File: config.mk
export PLATFORM = sky130hd
export DESIGN_NAME = sap_fetch_unit_flat
export DESIGN_NICKNAME = d
export VERILOG_FILES = /design/src/rtl/sap_pkg.sv /design/src/rtl/sap_fetch_unit_if.sv /design/src/rtl/sap_program_counter.sv /design/src/rtl/sap_fetch_unit.sv /design/src/flat_wrapper.sv
export SDC_FILE = /design/constraint.sdc
export NUM_CORES = 1
export LEC_CHECK = 0
export ABC_AREA = 1
export CAP_MARGIN = 25
export CELL_PAD_IN_SITES_DETAIL_PLACEMENT = 0
export CELL_PAD_IN_SITES_GLOBAL_PLACEMENT = 1
export CORE_MARGIN = 10
export CORE_UTILIZATION = 25
export CTS_CLUSTER_DIAMETER = 200
export DETAILED_ROUTE_END_ITERATION = 10
export DONT_BUFFER_PORTS = 1
export PLACE_DENSITY_LB_ADDON = 0.1
export SLEW_MARGIN = 10
export SYNTH_ARGS = -nofsm -noshare
export SYNTH_HDL_FRONTEND = slang
export SYNTH_HIERARCHICAL = 1
export SYNTH_SLANG_ARGS = --single-unit
File: constraint.sdc
create_clock -name clk -period 1.7 [get_ports clk]
set_clock_uncertainty 0.15 [all_clocks]
set_input_delay 0.425 -clock clk [delete_from_list [all_inputs] [get_ports clk]]
set_output_delay 0.425 -clock clk [all_outputs]
set_load 0.01 [all_outputs]
File: src/rtl/sap_pkg.sv
// Shared definitions for the SAP fetch/control slice: control-word bit
// positions, opcode values and the instruction register reset value.
package sap_pkg;

  localparam int unsigned CTRL_W = 15;

  localparam int unsigned CTRL_CP  = 14;
  localparam int unsigned CTRL_EP  = 13;
  localparam int unsigned CTRL_LP  = 12;
  localparam int unsigned CTRL_LM  = 11;
  localparam int unsigned CTRL_RD  = 10;
  localparam int unsigned CTRL_WR  = 9;
  localparam int unsigned CTRL_LI  = 8;
  localparam int unsigned CTRL_EI  = 7;
  localparam int unsigned CTRL_LA  = 6;
  localparam int unsigned CTRL_EA  = 5;
  localparam int unsigned CTRL_SU  = 4;
  localparam int unsigned CTRL_EU  = 3;
  localparam int unsigned CTRL_LB  = 2;
  localparam int unsigned CTRL_LO  = 1;
  localparam int unsigned CTRL_HLT = 0;

  typedef enum logic [3:0] {
    OP_HLT = 4'h0,
    OP_NOP = 4'h1,
    OP_ADD = 4'h2,
    OP_SUB = 4'h3,
    OP_LDA = 4'h4,
    OP_OUT = 4'h5,
    OP_STA = 4'h6,
    OP_JMP = 4'h7
  } opcode_e;

  // Opcode field is NOP so the control block does not halt out of reset.
  localparam logic [7:0] IR_RST_DEFAULT = {OP_NOP, 4'h0};

endpackage

File: src/rtl/sap_fetch_unit_if.sv
// Bus/control bundle between the SAP fetch unit and its neighbours.
// SAP_BUS_CHECK_EN adds the bus_conflict status signal.
interface sap_fetch_unit_if #(
  parameter int unsigned ADDR_W = 4,
  parameter int unsigned DATA_W = 8
);
  logic [14:0]       ctrl;
  logic [DATA_W-1:0] bus_in;
  logic [DATA_W-1:0] bus_out;
  logic              bus_oe;
  logic [3:0]        opcode;
  logic [ADDR_W-1:0] mem_addr;
  logic [ADDR_W-1:0] pc;
  logic              halted;
`ifdef SAP_BUS_CHECK_EN
  logic              bus_conflict;
`endif

  modport master (
    output ctrl, bus_in,
    input  bus_out, bus_oe, opcode, mem_addr, pc, halted
`ifdef SAP_BUS_CHECK_EN
    , input bus_conflict
`endif
  );

  modport slave (
    input  ctrl, bus_in,
    output bus_out, bus_oe, opcode, mem_addr, pc, halted
`ifdef SAP_BUS_CHECK_EN
    , output bus_conflict
`endif
  );
endinterface

File: src/rtl/sap_program_counter.sv
// Program counter: load beats increment, wraps silently, frozen once halted.
module sap_program_counter #(
  parameter int unsigned ADDR_W = 4
) (
  input  logic              clk,
  input  logic              resetn,
  input  logic              inc,
  input  logic              load,
  input  logic              freeze,
  input  logic [ADDR_W-1:0] load_val,
  output logic [ADDR_W-1:0] pc
);
  logic [ADDR_W-1:0] pc_q, pc_d;

  always_comb begin
    pc_d = pc_q;
    if (!freeze) begin
      if (load)     pc_d = load_val;
      else if (inc) pc_d = pc_q + {{(ADDR_W-1){1'b0}}, 1'b1};
    end
  end

  always_ff @(posedge clk or negedge resetn) begin
    if (!resetn) pc_q <= '0;
    else         pc_q <= pc_d;
  end

  assign pc = pc_q;
endmodule

File: src/rtl/sap_fetch_unit.sv
// SAP fetch unit: PC, MAR, IR, bus drive and sticky halt.
// Define SAP_BUS_CHECK_EN to add the sticky bus_conflict flag.
module sap_fetch_unit
  import sap_pkg::*;
#(
  parameter int unsigned      ADDR_W = 4,
  parameter int unsigned      DATA_W = 8,
  parameter logic [DATA_W-1:0] IR_RST = DATA_W'(IR_RST_DEFAULT)
) (
  input logic              clk,
  input logic              resetn,
  sap_fetch_unit_if.slave  bus
);
  logic [ADDR_W-1:0] mar_q, mar_d;
  logic [DATA_W-1:0] ir_q, ir_d;
  logic              halted_q, halted_d;
  logic [ADDR_W-1:0] pc_w;
  logic cp, ep, lp, lm, li, ei, hlt;

  assign cp  = bus.ctrl[CTRL_CP];
  assign ep  = bus.ctrl[CTRL_EP];
  assign lp  = bus.ctrl[CTRL_LP];
  assign lm  = bus.ctrl[CTRL_LM];
  assign li  = bus.ctrl[CTRL_LI];
  assign ei  = bus.ctrl[CTRL_EI];
  assign hlt = bus.ctrl[CTRL_HLT];

  sap_program_counter #(.ADDR_W(ADDR_W)) u_pc (
    .clk      (clk),
    .resetn   (resetn),
    .inc      (cp),
    .load     (lp),
    .freeze   (halted_q),
    .load_val (bus.bus_in[ADDR_W-1:0]),
    .pc       (pc_w)
  );

  // Freeze keys off the registered flag, so loads sharing the HLT edge land.
  always_comb begin
    mar_d    = mar_q;
    ir_d     = ir_q;
    halted_d = halted_q | hlt;
    if (!halted_q) begin
      if (lm) mar_d = bus.bus_in[ADDR_W-1:0];
      if (li) ir_d  = bus.bus_in;
    end
  end

  always_ff @(posedge clk or negedge resetn) begin
    if (!resetn) begin
      mar_q    <= '0;
      ir_q     <= IR_RST;
      halted_q <= 1'b0;
    end else begin
      mar_q    <= mar_d;
      ir_q     <= ir_d;
      halted_q <= halted_d;
    end
  end

  always_comb begin
    bus.bus_out = '0;
    if (ep)      bus.bus_out = {{(DATA_W-ADDR_W){1'b0}}, pc_w};
    else if (ei) bus.bus_out = {{(DATA_W-ADDR_W){1'b0}}, ir_q[ADDR_W-1:0]};
  end

  assign bus.bus_oe   = ep | ei;
  assign bus.opcode   = ir_q[DATA_W-1 -: 4];
  assign bus.mem_addr = mar_q;
  assign bus.pc       = pc_w;
  assign bus.halted   = halted_q;

`ifdef SAP_BUS_CHECK_EN
  logic conflict_q, conflict_d;
  logic rd, wr;

  assign rd = bus.ctrl[CTRL_RD];
  assign wr = bus.ctrl[CTRL_WR];

  always_comb begin
    conflict_d = conflict_q | (ep & ei) | ((ep | ei) & wr & rd);
  end

  always_ff @(posedge clk or negedge resetn) begin
    if (!resetn) conflict_q <= 1'b0;
    else         conflict_q <= conflict_d;
  end

  assign bus.bus_conflict = conflict_q;
`endif
endmodule

File: src/flat_wrapper.sv
// flat-port wrapper written by rule: the top's interface ports become plain ports
module sap_fetch_unit_flat import sap_pkg::*;
#(
  parameter int unsigned      ADDR_W = 4,
  parameter int unsigned      DATA_W = 8,
  parameter logic [DATA_W-1:0] IR_RST = DATA_W'(IR_RST_DEFAULT)
)
  (clk, resetn, bus_ctrl, bus_bus_in, bus_bus_out, bus_bus_oe, bus_opcode, bus_mem_addr, bus_pc, bus_halted);
  sap_fetch_unit_if #(.ADDR_W(ADDR_W), .DATA_W(DATA_W)) bus_i ();
  input logic clk;
  input logic resetn;
  input wire logic [$bits(bus_i.ctrl)-1:0] bus_ctrl;
  input wire logic [$bits(bus_i.bus_in)-1:0] bus_bus_in;
  output wire logic [$bits(bus_i.bus_out)-1:0] bus_bus_out;
  output wire logic [$bits(bus_i.bus_oe)-1:0] bus_bus_oe;
  output wire logic [$bits(bus_i.opcode)-1:0] bus_opcode;
  output wire logic [$bits(bus_i.mem_addr)-1:0] bus_mem_addr;
  output wire logic [$bits(bus_i.pc)-1:0] bus_pc;
  output wire logic [$bits(bus_i.halted)-1:0] bus_halted;
  assign bus_i.ctrl = bus_ctrl;
  assign bus_i.bus_in = bus_bus_in;
  assign bus_bus_out = bus_i.bus_out;
  assign bus_bus_oe = bus_i.bus_oe;
  assign bus_opcode = bus_i.opcode;
  assign bus_mem_addr = bus_i.mem_addr;
  assign bus_pc = bus_i.pc;
  assign bus_halted = bus_i.halted;
  sap_fetch_unit #(.ADDR_W(ADDR_W), .DATA_W(DATA_W), .IR_RST(IR_RST)) u_core (.clk(clk), .resetn(resetn), .bus(bus_i));
endmodule
Yosys cells after proc, flatten, opt, wreduce, memory -nomap -nowiden
Index checks and enable logic that the tools add are counted.
{ "word_totals": {"elab_cells": 16, "latchBits": 0, "register_bits": 17, "memories": 0, "ram_bits": 0, "input_bits": 25, "mem_bits_ro": 0} }
{ "op_classes": {"muxes": 4, "n_lt_le_gt_ge": 0, "n_mul": 0, "n_shift": 0, "n_reduce_logical": 4, "addsub": 1, "div_mod_pow": 0, "bitwise_logic": 3, "eq_ne": 0} }
{ "ops": {"columns": ["op", "n"], "rows": [
  ["4-bit 2-to-1 mux", 3],
  ["8-bit 2-to-1 mux", 1],
  ["2-bit AND reduction", 3],
  ["4-bit by 1-bit adder with 4-bit output (second input constant)", 1],
  ["1-bit OR", 2],
  ["2-bit nonzero test", 1],
  ["1-bit NOT", 1]
]} }

Longest topological paths before layout
Gate-level depths: netlist of run 1.
{ "logic_depth": {"depth_word": 3, "ltp_mapped": 5, "mapped_depth_nobuf": 5} }

Cells and area by module
Netlist of run 1, hierarchy kept.
{ "by_module_without_submodules": {"columns": ["module", "area_each_um2", "seq_area_each_um2", "n_inst", "cells_each"], "rows": [
  ["sap_fetch_unit", 644.4, 326.6, 1, 78],
  ["sap_program_counter", 244.0, 100.1, 1, 33]
]} }

Worst setup path after synthesis of run 1
Ideal clock, no wire load.
{ "synth_timing": {"kind": "in2out", "from": "input bus_ctrl[7]", "to": "output bus_bus_oe", "required_ps": 1125, "slack_ps": 394, "t_arrival_ps": 731, "path_stages": 1, "path_cell_list": "or2_2"} }
{ "synth_between": {"elab_chain_cells": 1} }
{ "synth_lines": {"columns": ["element", "line", "rtl"], "rows": [
  ["start, declared", "flat_wrapper.sv:12", "input wire logic [$bits(bus_i.ctrl)-1:0] bus_ctrl;"],
  ["1-bit OR", "sap_fetch_unit.sv:67", "assign bus.bus_oe = ep | ei;"],
  ["end, declared", "flat_wrapper.sv:15", "output wire logic [$bits(bus_i.bus_oe)-1:0] bus_bus_oe;"]
]} }
No other way between the ends.

Worst setup path in the final report of run 1
{ "layout_timing": {"from": "register u_core.u_pc.pc_q[2] (netlist: u_core/u_pc/pc[2])", "to": "output bus_bus_out[2]"} }
{ "layout_between": {"elab_chain_cells": 1} }
{ "layout_lines": {"columns": ["element", "line", "rtl"], "rows": [
  ["start, declared", "sap_program_counter.sv:13", "logic [ADDR_W-1:0] pc_q, pc_d;"],
  ["start signal, assigned", "sap_program_counter.sv:25", "else pc_q <= pc_d;"],
  ["8-bit 2-to-1 mux", "sap_fetch_unit.sv:63", "if (ep) bus.bus_out = {{(DATA_W-ADDR_W){1'b0}}, pc_w};"],
  ["end, declared", "flat_wrapper.sv:14", "output wire logic [$bits(bus_i.bus_out)-1:0] bus_bus_out;"]
]} }
No other way between the ends.

==> results of run 1 <==
-- kinds of logic (layout without fill, tap and decap cells) --
kind of cell / after synthesis / in the layout / share of synthesized area, %
AO/OA/AOI/OAI: 4 / 4 / 3.24
XOR/XNOR: 1 / 1 / 0.986
adder cells (fa/ha/maj): 1 / 1 / 1.41
buffers and inverters: 15 / 10 / 11.0
flip-flops: 17 / 17 / 48.0
other: 1 / 4 / 0.422
AND/OR/NAND/NOR: 72 / 72 / 34.9
-- placed cells by master, fill, tap and decap left out --
cell           count
inv_2              3
dfrtp_1           15
o21ai_0            2
or2_0              1
conb_1             4
dlygate4sd3_1      1
clkbuf_4           3
ha_1               1
dfrtp_2            1
nand2_1           45
clkbuf_1           1
o211ai_1           1
nand3_1           18
xor2_1             1
dfstp_2            1
nor2_1             4
or2_2              2
o21bai_2           1
inv_1              2
nand2_4            1
nand4_1            1
-- through the flow --
step | std cells | util, %
floorplan | 114 | -
global placement | 150 | 25.9
detailed placement | 150 | 25.9
CTS | 155 | 27.0
global route | 155 | 27.0
finish | 155 | 27.0
-- worst max path at each step --
stage	endpoint	slack [ns]
2_1_floorplan	bus_bus_oe	0.39
3_3_place_gp	u_core/u_pc/pc[2]$_DFFE_PN0P_	0.33
3_5_place_dp	u_core/u_pc/pc[2]$_DFFE_PN0P_	0.31
4_1_cts	bus_bus_out[0]	0.02
5_1_grt	bus_bus_out[1]	-0.0002
6_report	bus_bus_out[2]	0.09
-- worst max-delay path: cells and delay by family, from the launching register on --
kind	cells	cell delay [ns]
flops	1	0.52
simple gates	2	0.23
-- power by group --
| part | switching [µW] | internal (µW) | total (µW) |
|---|---|---|---|
| registers | 66.8 | 447 | 514 |
| clock network | 125 | 91.0 | 216 |
| logic | 57.4 | 35.7 | 93.1 |
| total | 249 | 574 | 823 |
-- repair_timing --
action | 4_1_cts | 5_1_grt
buffers inserted | 0 | 0
gates resized for setup | 0 | 1
hold buffers | 1 | 0
setup endpoints to repair | 0 | 1
endpoints found under the hold margin | 17 | 0
-- flip-flops by register name (all words and copies together), names as in the netlist --
signal	flops
u_core/bus.halted	1
u_core/bus.mem_addr	4
u_core/u_pc/pc	4
u_core/ir_q	8
-- layout make-up --
cell class,instances,share of cell area [%]
clock buffer,4,2.87
multi-input combinational,82,41.0
sequential,17,46.7
timing repair buffer,1,1.09
tap,46,6.28
inverter,5,2.05
-- synth_stat cells --
library cell and count:
o21bai_2 1, or2_2 2, xor2_1 1, inv_2 3
nand2_4 1, buf_4 9, nand4_1 1, dfrtp_1 16
o21ai_0 2, inv_1 2, or2_0 1, nand2_1 45
dfstp_2 1, ha_1 1, nand3_1 18, buf_6 1
conb_1 1, nor2_1 4, o211ai_1 1
-- per-layer routing --
layer	part of all wire [%]	global-route usage [%]
met5	0	0
met4	0.52	2.69
met1	44	9.68
met2	42	10.8
met3	13	4.62
==> flow_summary.ini, run 1 <==
[run_status]
status = finished, final reports clean

[grt]
grt_antenna_before_repair = 0
grt_max_degree = 18
grt-ovfl-total = 0
grt_usage_pct = 7.81
grt_pass1_vias = 736
grt_pass1_wl_um = 3900

[cells_and_area]
regArea_um2 = 428
drive_above_1_share_pct = 11.0
multi_input_area_um2 = 375
num_antenna_cells = 0
stdcell_area_um2 = 916
syn_to_final_growth_pct = 3.10
num-nets-final = 136
n_fill_cell = 391

[critical_path]
crit_chain = nand2_1 > nand2_1
reg2reg_slack_ns = 0.35
crit_path_frequent_cell = nand2_1
path_max_fanout = 6
reg2reg_depth = 4
critPathKind = reg -> out
critPathArrivalTime_ns = 1.04
cp_slowest_stage_delay_ns = 0.52
cp_slowest_cell = dfrtp_1
reg2reg_to = u_core/u_pc/pc[2]$_DFFE_PN0P_
worstReg2RegStart = u_core/u_pc/pc[1]$_DFFE_PN0P_
end_kind = output port
crit_required_ns = 1.12
start_kind = flip-flop
cp-startpoint = u_core/u_pc/pc[2]$_DFFE_PN0P_

[clocking]
cts_root_buf = clkbuf_4
clk_pin_slew_ns = 0.10
cts_sinks = 17
tritoncts = done
cts_max_level = 1
worstSkewPairLatency_ns = 0.29
clk_path_buf_depth = 2
cts_buffers = 3

[synth]
synth_largest_area_cell = dfrtp_1
synth.avg_cell_area_um2 = 8.00
netlist_area_um2 = 888
ys_ff_latch = 17
syn_inst = 111
synth_top_area_share_pct = 45.1
yosysUniqueCellTypes = 19
synth.area.top_cells = dfrtp_1, nand2_1, nand3_1
ys_seq_area_share_pct = 48.0
yosys_warnings = 6

[die]
dieWidth_um = 79.6
start_util_pct = 26.2
core-area_um2 = 3390
rows = 21
pin_count = 47
die_area_um2 = 6340
fp.dieH_um = 79.6

[placement]
placed_area_um2 = 878
gp_congestion = 0.745
io_buffers = 0
dp_hpwl_um = 1830
pre_cts_ws_ns = 0.309

[routing]
vias = 677
drt_pass1_iterations = 4
wl_per_cell_um = 15.0
avgViaCountPerCell = 4.37
antenna_left = 0
drt-initial-drc-count = 29
drc = 0
drt_wl_total_um = 2330

[sta]
whs_ns = 0.0902
timing.slew.headroom_pct = 47.7
layout_setup_ws_ns = 0.0869
hold_viol = 0
fmax_mhz = 620
slew_viol_final = 0
finalSetupViolCount = 0
worstMarginPinSlew_ns = 0.782
min_period_ns = 1.61
setup_tns_ns = 0
timing.final.crit_share_pct = 94.9

[min_path]
worstHoldPathType = in -> reg
hold_end = u_core/bus.halted$_DFF_PN0_
hp-start = bus_ctrl[0]
worstHoldPathCells = 1

[power_and_ir_drop]
vdd_ir_drop_max_v = 0.000289
p_total_uw = 823
leakagePower_uw = 0.000491
p_per_area_nw_per_um2 = 899

[job]
maxCapViolCount = 0
Power figures use the tool's default switching activity.
==> run 2: changes to the inputs <==
Settings changed: CORE_MARGIN 10 to unset, CTS_BUF_LIST set to sky130_fd_sc_hd__clkbuf_4 sky130_fd_sc_hd__clkbuf_8 sky130_fd_sc_hd__clkbuf_16.
==> flow_summary.ini, run 2 (synthesized netlist as in run 1, its figures left out) <==
[grt]
grt_pass1_vias = 648
grt_usage_pct = 11.5
grt_antenna_before_repair = 0
grt-ovfl-total = 0
grt_max_degree = 18
grt_pass1_wl_um = 3130

[sta]
timing.slew.headroom_pct = 47.2
timing.final.crit_share_pct = 94.3
whs_ns = 0.0881
hold_viol = 0
rsz0062_at_grt = false
setup_tns_ns = 0
fmax_mhz = 624
worstMarginPinSlew_ns = 0.789
slew_viol_final = 0
min_period_ns = 1.60
finalSetupViolCount = 0

[cells_and_area]
layout_common_cells = nand2_1, nand3_1, dfrtp_1
drive_above_1_share_pct = 11.0
num_antenna_cells = 0
syn_to_final_growth_pct = 3.10
multi_input_area_um2 = 375
largest_register = u_core/ir_q
num-nets-final = 136
regArea_um2 = 427
final_cell_count_no_fill = 155
final_common_cell = nand2_1
fin_util_pct = 27.2
largest_register_ffs = 8
n_fill_cell = 409

[critical_path]
cp_slowest_stage_delay_ns = 0.53
cp.depth = 2
start_kind = flip-flop
crit_path_frequent_cell = nand2_1
path_buf_inv = 0
crit_chain = nand2_1 > nand2_1
critPathKind = reg -> out
end_kind = output port
critPathArrivalTime_ns = 1.03
crit_required_ns = 1.12
path_max_fanout = 7
cp_slowest_cell = dfrtp_1
cp_top_family = flip-flops
reg2reg_depth = 4

[die]
core-area_um2 = 3360
fp.dieH_um = 61.6
start_util_pct = 26.4
pin_count = 47
rows = 21
dieWidth_um = 61.6
die_area_um2 = 3800

[run_status]
status = finished, final reports clean

[clocking]
cts_buffers = 3
clk_pin_slew_ns = 0.11
post_cts_resized = 0
cts_sinks = 17
cts_root_buf = clkbuf_4
clk_path_buf_depth = 2
tritoncts = done
worstSkewPairLatency_ns = 0.28
cts_max_level = 1

[routing]
drt_pass1_iterations = 4
drc = 0
wl_per_cell_um = 12.6
antenna_left = 0
drt-initial-drc-count = 12
avgViaCountPerCell = 4.30
vias = 667
drt_wl_total_um = 1950

[placement]
numPlacedInstances = 150
dp_hpwl_um = 1450
io_buffers = 0
gp_congestion = 0.598

[power_and_ir_drop]
p_per_area_nw_per_um2 = 898
vdd_ir_drop_max_v = 0.000335
p_total_uw = 822
leakagePower_uw = 0.000495

[min_path]
worstHoldPathCells = 2
worstHoldPathType = in -> reg

[job]
maxCapViolCount = 0
[run 2: path summary, 6_finish.rpt]
kind | startpoint | to | slack (ns)
max | u_core/u_pc/pc[0]$_DFFE_PN0P_ | bus_bus_out[0] | 0.1
min | bus_bus_in[4] | u_core/ir_q[4]$_DFFE_PN1P_ | 0.09
max reg2reg | u_core/u_pc/pc[0]$_DFFE_PN0P_ | u_core/u_pc/pc[2]$_DFFE_PN0P_ | 0.33
min reg2reg | u_core/ir_q[3]$_DFFE_PN0P_ | u_core/ir_q[3]$_DFFE_PN0P_ | 0.34
max in group asynchronous | resetn | u_core/bus.mem_addr[0]$_DFFE_PN0P_ | 0.41
min in group asynchronous | resetn | u_core/ir_q[3]$_DFFE_PN0P_ | 0.50
[run 2: routing by layer]
| layer | global-route usage, % | wire length (µm) | vias up |
|---|---|---|---|
| met1 | 17.3 | 978 | 306 |
| met5 | 0 | 0 | - |
| met2 | 15.8 | 827 | 21 |
| met4 | 4.76 | 17 | 0 |
| li1 | - | - | 338 |
| met3 | 2.31 | 123 | 2 |
[run 2: power breakdown]
| group | leakage (µW) | total [µW] | internal, µW | switching [µW] |
|---|---|---|---|---|
| registers | 0.000213 | 511 | 447 | 64.8 |
| logic | 0.000264 | 91.8 | 35.7 | 56.0 |
| clock network | 0.0000177 | 219 | 87.3 | 132 |
[run 2: layout make-up]
class,count,area share [%]
flip-flops and latches,17,46.6
multi-input cells,82,41.0
well taps,46,6.28
clock buffers,3,2.46
inverters,5,2.05
repair buffers,1,1.09
clock inverters,1,0.546
[run 2: stage by stage]
| stage | area (µm²) | setup WS (ns) |
|---|---|---|
| after floorplan | 900 | 0.394 |
| after global placement | 878 | 0.326 |
| after detailed placement | 878 | 0.331 |
| after CTS | 916 | 0.0473 |
| after global routing | 916 | 0.0229 |
| final | 916 | 0.0970 |
[run 2: what timing repair did]
item,CTS,global route
setup buffers,0,0
hold buffers,1,0
hold endpoints to repair,17,0
==> run 3: changes to the inputs <==
Settings changed: CORE_ASPECT_RATIO set to 0.6.
==> flow_summary.ini, run 3 (synthesized netlist as in run 1, its figures left out) <==
[sta]
rsz0062_at_grt = false
timing.final.crit_share_pct = 92.0
timing.slew.headroom_pct = 44.6
worstMarginPinSlew_ns = 0.829
setup_tns_ns = 0
finalSetupViolCount = 0
fmax_mhz = 639
slew_viol_final = 0
hold_viol = 0
whs_ns = 0.135
min_period_ns = 1.56

[cells_and_area]
largest_register_ffs = 8
final_common_cell = nand2_1
largest_register = u_core/ir_q
syn_to_final_growth_pct = 5.07
num-nets-final = 136
layout_common_cells = nand2_1, nand3_1, dfrtp_1
num_antenna_cells = 0
drive_above_1_share_pct = 11.0

[grt]
grt-ovfl-total = 0
grt_antenna_before_repair = 0
grt_pass1_wl_um = 3230
grt_pass1_vias = 614
grt_max_degree = 18
grt_usage_pct = 11.9

[routing]
antenna_left = 0
wl_per_cell_um = 13.3
drt_wl_total_um = 2050
avgViaCountPerCell = 4.29
drt_pass1_iterations = 4
vias = 660
drt-initial-drc-count = 19
drc = 0

[power_and_ir_drop]
seqPwrFrac_pct = 56.3
p_clk_share_pct = 33.5
leakagePower_uw = 0.000503
p_int_uw = 645
vdd_ir_drop_max_v = 0.000376
p_sw_share_pct = 28.9
p_per_area_nw_per_um2 = 972
p_switching_uw = 262
p_comb_share_pct = 10.2

[critical_path]
path_max_fanout = 7
cp_slowest_cell = dfrtp_1
crit_path_frequent_cell = nand2_1
crit_chain = nand2_1 > nand2_1
critPathArrivalTime_ns = 0.99
critPathKind = reg -> out
crit_required_ns = 1.12
cp_slowest_stage_delay_ns = 0.52
start_kind = flip-flop
cp_top_family = flip-flops
end_kind = output port
path_buf_inv = 0

[clocking]
clk_pin_slew_ns = 0.06
post_cts_resized = 0
tritoncts = done
clk_path_buf_depth = 2
cts_buffers = 3
cts_sinks = 17
worstSkewPairLatency_ns = 0.25
cts_max_level = 1
cts_root_buf = clkbuf_8

[die]
core-area_um2 = 3320
fp.dieH_um = 48.2
dieWidth_um = 79.0
die_area_um2 = 3800
start_util_pct = 26.7
pin_count = 47
rows = 16

[placement]
gp_congestion = 0.664
dp_hpwl_um = 1530
io_buffers = 0

[min_path]
worstHoldPathType = in -> reg

[job]
maxCapViolCount = 0

[run_status]
status = finished, final reports clean
-- run 3: what timing repair did --
item / CTS / global route
hold buffers: 1 / 0
endpoints found under the setup margin: 0 / 0
buffers inserted: 0 / 0
hold endpoints to repair: 17 / 0
-- run 3: area by class of cell --
class                           instances  area, µm²
Clock buffer                            3       41.3
Sequential cell                        17        427
Tap cell                               45       56.3
Clock inverter                          1       5.00
Fill cell                             386       2390
Multi-Input combinational cell         82        375
Inverter                                5       18.8
Timing Repair Buffer                    1       10.0
-- run 3: power groups by stage --
stage | clock (µW) | combinational, µW | sequential (µW)
3_3_place_gp | 0 | 83.3 | 520
2_1_floorplan | 0 | 102 | 498
3_5_place_dp | 0 | 83.4 | 520
4_1_cts | 323 | 94.8 | 513
6_report | 304 | 92.8 | 510
5_1_grt | 339 | 112 | 519
-- run 3: per-layer routing --
metal  share of wire, %  GRT usage [%]  wire length, µm  vias to the layer above
li1                   -              -                -                      340
met1                 50           15.8             1030                      289
met2                 38           17.0              776                       29
met3                 11           6.54              229                        2
met4               0.39           2.18                8                        0
met5                  0              0                0                        -
-- run 3: final timing paths --
path                                            endpoint  cells past startpoint  slack, ns                          start
max                                       bus_bus_out[0]                      2       0.14  u_core/u_pc/pc[0]$_DFFE_PN0P_
min                          u_core/bus.halted$_DFF_PN0_                      1       0.14                    bus_ctrl[0]
max reg2reg                u_core/u_pc/pc[2]$_DFFE_PN0P_                      4       0.34  u_core/u_pc/pc[0]$_DFFE_PN0P_
min reg2reg                   u_core/ir_q[3]$_DFFE_PN0P_                      2       0.33     u_core/ir_q[3]$_DFFE_PN0P_
max in group asynchronous  u_core/u_pc/pc[0]$_DFFE_PN0P_                      1       0.32                         resetn
min in group asynchronous  u_core/u_pc/pc[3]$_DFFE_PN0P_                      1       0.56                         resetn
-- run 3: metrics by stage --
step / instance area, µm² / power [µW] / cells / util (%) / setup WS (ns)
2_1_floorplan: 900 / 600 / 114 / - / 0.394
3_3_place_gp: 877 / 603 / 149 / 26.4 / 0.336
3_5_place_dp: 877 / 604 / 149 / 26.4 / 0.338
4_1_cts: 933 / 931 / 154 / 28.1 / 0.110
5_1_grt: 933 / 969 / 154 / 28.1 / 0.0568
6_report: 933 / 907 / 154 / 28.1 / 0.136
==> RTL change: new RTL, config.mk and constraints of run 1 <==
`DATA_W` is set to 8 in 3 places; all go to 6.
--- a/src/rtl/sap_fetch_unit_if.sv
+++ b/src/rtl/sap_fetch_unit_if.sv
@@ -3,5 +3,5 @@
 interface sap_fetch_unit_if #(
   parameter int unsigned ADDR_W = 4,
-  parameter int unsigned DATA_W = 8
+  parameter int unsigned DATA_W = 6
 );
   logic [14:0]       ctrl;
--- a/src/rtl/sap_fetch_unit.sv
+++ b/src/rtl/sap_fetch_unit.sv
@@ -5,5 +5,5 @@
 #(
   parameter int unsigned      ADDR_W = 4,
-  parameter int unsigned      DATA_W = 8,
+  parameter int unsigned      DATA_W = 6,
   parameter logic [DATA_W-1:0] IR_RST = DATA_W'(IR_RST_DEFAULT)
 ) (
--- a/src/flat_wrapper.sv
+++ b/src/flat_wrapper.sv
@@ -3,5 +3,5 @@
 #(
   parameter int unsigned      ADDR_W = 4,
-  parameter int unsigned      DATA_W = 8,
+  parameter int unsigned      DATA_W = 6,
   parameter logic [DATA_W-1:0] IR_RST = DATA_W'(IR_RST_DEFAULT)
 )
Interface: changed (resized bus_bus_in and bus_bus_out); port bits go from 47 to 43. No check against the original RTL was run, so the function may have changed too.
==> RTL change against run 1 <==
Global-route usage is 0.55 points lower; sequential cell count fell by 2; area after synthesis fell by 12%; wire length decreased by 9.5%; setup slack improved by 0.015 ns; cell area is 9.7% lower; core utilization is 0.29 points higher; combinational power down 5.8%; fmax is 0.93% higher; via count fell by 8.1%; synthesized cell count fell by 9.9%; power shrank 7.7%.
==> RTL change: results (changes against run 1) <==
Logic synthesis
The per-instance average area after synthesis came to 7.82 sq um (was 8.00 sq um). The sequential share of the synthesized area is 48.2% (was 48.0%). Synth cell count leaders: sky130_fd_sc_hd__nand2_1 (41), sky130_fd_sc_hd__nand3_1 (16), sky130_fd_sc_hd__dfrtp_1 (14), sky130_fd_sc_hd__buf_4 (7), sky130_fd_sc_hd__nor2_1 (4) (was sky130_fd_sc_hd__nand2_1 (45), sky130_fd_sc_hd__nand3_1 (18), sky130_fd_sc_hd__dfrtp_1 (16), sky130_fd_sc_hd__buf_4 (9), sky130_fd_sc_hd__nor2_1 (4)). The xor and xnor fraction of the mapped netlist area is 1.12% (was 0.986%). The adder and majority gate portion of the synthesized area is 1.60% (was 1.41%).

The number of different library cells in the post-synthesis netlist is 18 (was 19). The prevailing post-synth register cell is sky130_fd_sc_hd__dfrtp_1 (unchanged). The post-synthesis instance total is 100 (was 111).

Top area cells in the synthesized netlist: sky130_fd_sc_hd__dfrtp_1 (45%), sky130_fd_sc_hd__nand2_1 (20%), sky130_fd_sc_hd__nand3_1 (10%) (was sky130_fd_sc_hd__dfrtp_1 (45%), sky130_fd_sc_hd__nand2_1 (19%), sky130_fd_sc_hd__nand3_1 (10%)). The compound-gate portion of the synthesized area is 3.68% (was 3.24%).

GRT
The overall track demand over capacity in global routing was 7.26% (was 7.81%). The global-route track usage on met3 came to 4.48% (was 4.62%). The number of global-route vias before repair came to 663 (was 736).

Cells and area
The buffering overhead is 1.21% (was 1.09%). The portion of the layout cell area used by clock cells came to 3.33% (was 2.87%). The sequential cell area is 378 sq um (was 428 sq um).

The net count reported at finish is 124 (was 136). The finished layout cell area is 827 sq um (was 916 sq um). The clock tree buffer count of the final layout is 3 (was 4). The area of combinational cells with multiple inputs is 338 sq um (was 375 sq um).

The number of multi-input combinational cells was 74 (was 82). The flip-flop count of the largest register after layout is 6 (was 8). The number of inverters outside the clock class in the layout is 5 (unchanged).

Drt
The count of routing violations after the opening detailed-route iteration came to 16 (was 29). The wire length per cell after detailed routing came to 14.7 um (was 15.0 um). The number of optimization iterations in the first detailed-route pass is 5 (was 4). The average via count per standard cell came to 4.35 (was 4.37). The post-route met1 wirelength is 928 um (was 1.03 mm). The length of routed met3 wiring came to 253 um (was 298 um). The total via count in the routed design is 622 (was 677).

Placement
The instance area after placement is 788 sq um (was 878 sq um). The placed wire-length estimate after detailed placement is 1.66 mm (was 1.83 mm). The number of placed instances with taps included is 138 (was 150). The placer congestion estimate is 0.711 (was 0.745).

Timing
The relative max-transition margin was 52.1% (was 47.7%).

Power and ir drop
The leakage power total was 0.436 nW (was 0.491 nW). The maximum VDD drop is 0.000290 V (was 0.000289 V).

CTS
The clock net sink count is 15 (was 17).

Status
Result of the run: finished, final reports clean (unchanged).
RTL change: cell count changes after synthesis, sizes merged:
cell / delta
buf: -3
nand3: -2
nand2: -4
dfrtp: -2
RTL change: power breakdown:
group / internal (mW) / switching (mW) / total, mW
logic: 0.0344 / 0.0533 / 0.0877
registers: 0.396 / 0.0659 / 0.462
clock network: 0.0873 / 0.123 / 0.210
RTL change: path summary, 6_finish.rpt:
path                                         from                endpoint  slack (ns)  cells past startpoint
worst min register to register     u_core/ir_q[1]          u_core/ir_q[1]        0.33                      2
min in group asynchronous                  resetn  u_core/bus.mem_addr[2]        0.48                      1
max in group asynchronous                  resetn       u_core/u_pc/pc[0]        0.43                      1
worst max register to register  u_core/u_pc/pc[1]       u_core/u_pc/pc[2]        0.36                      4
worst min-delay path                bus_bus_in[4]          u_core/ir_q[4]        0.09                      2
worst max-delay path            u_core/u_pc/pc[2]          bus_bus_out[2]        0.10                      2
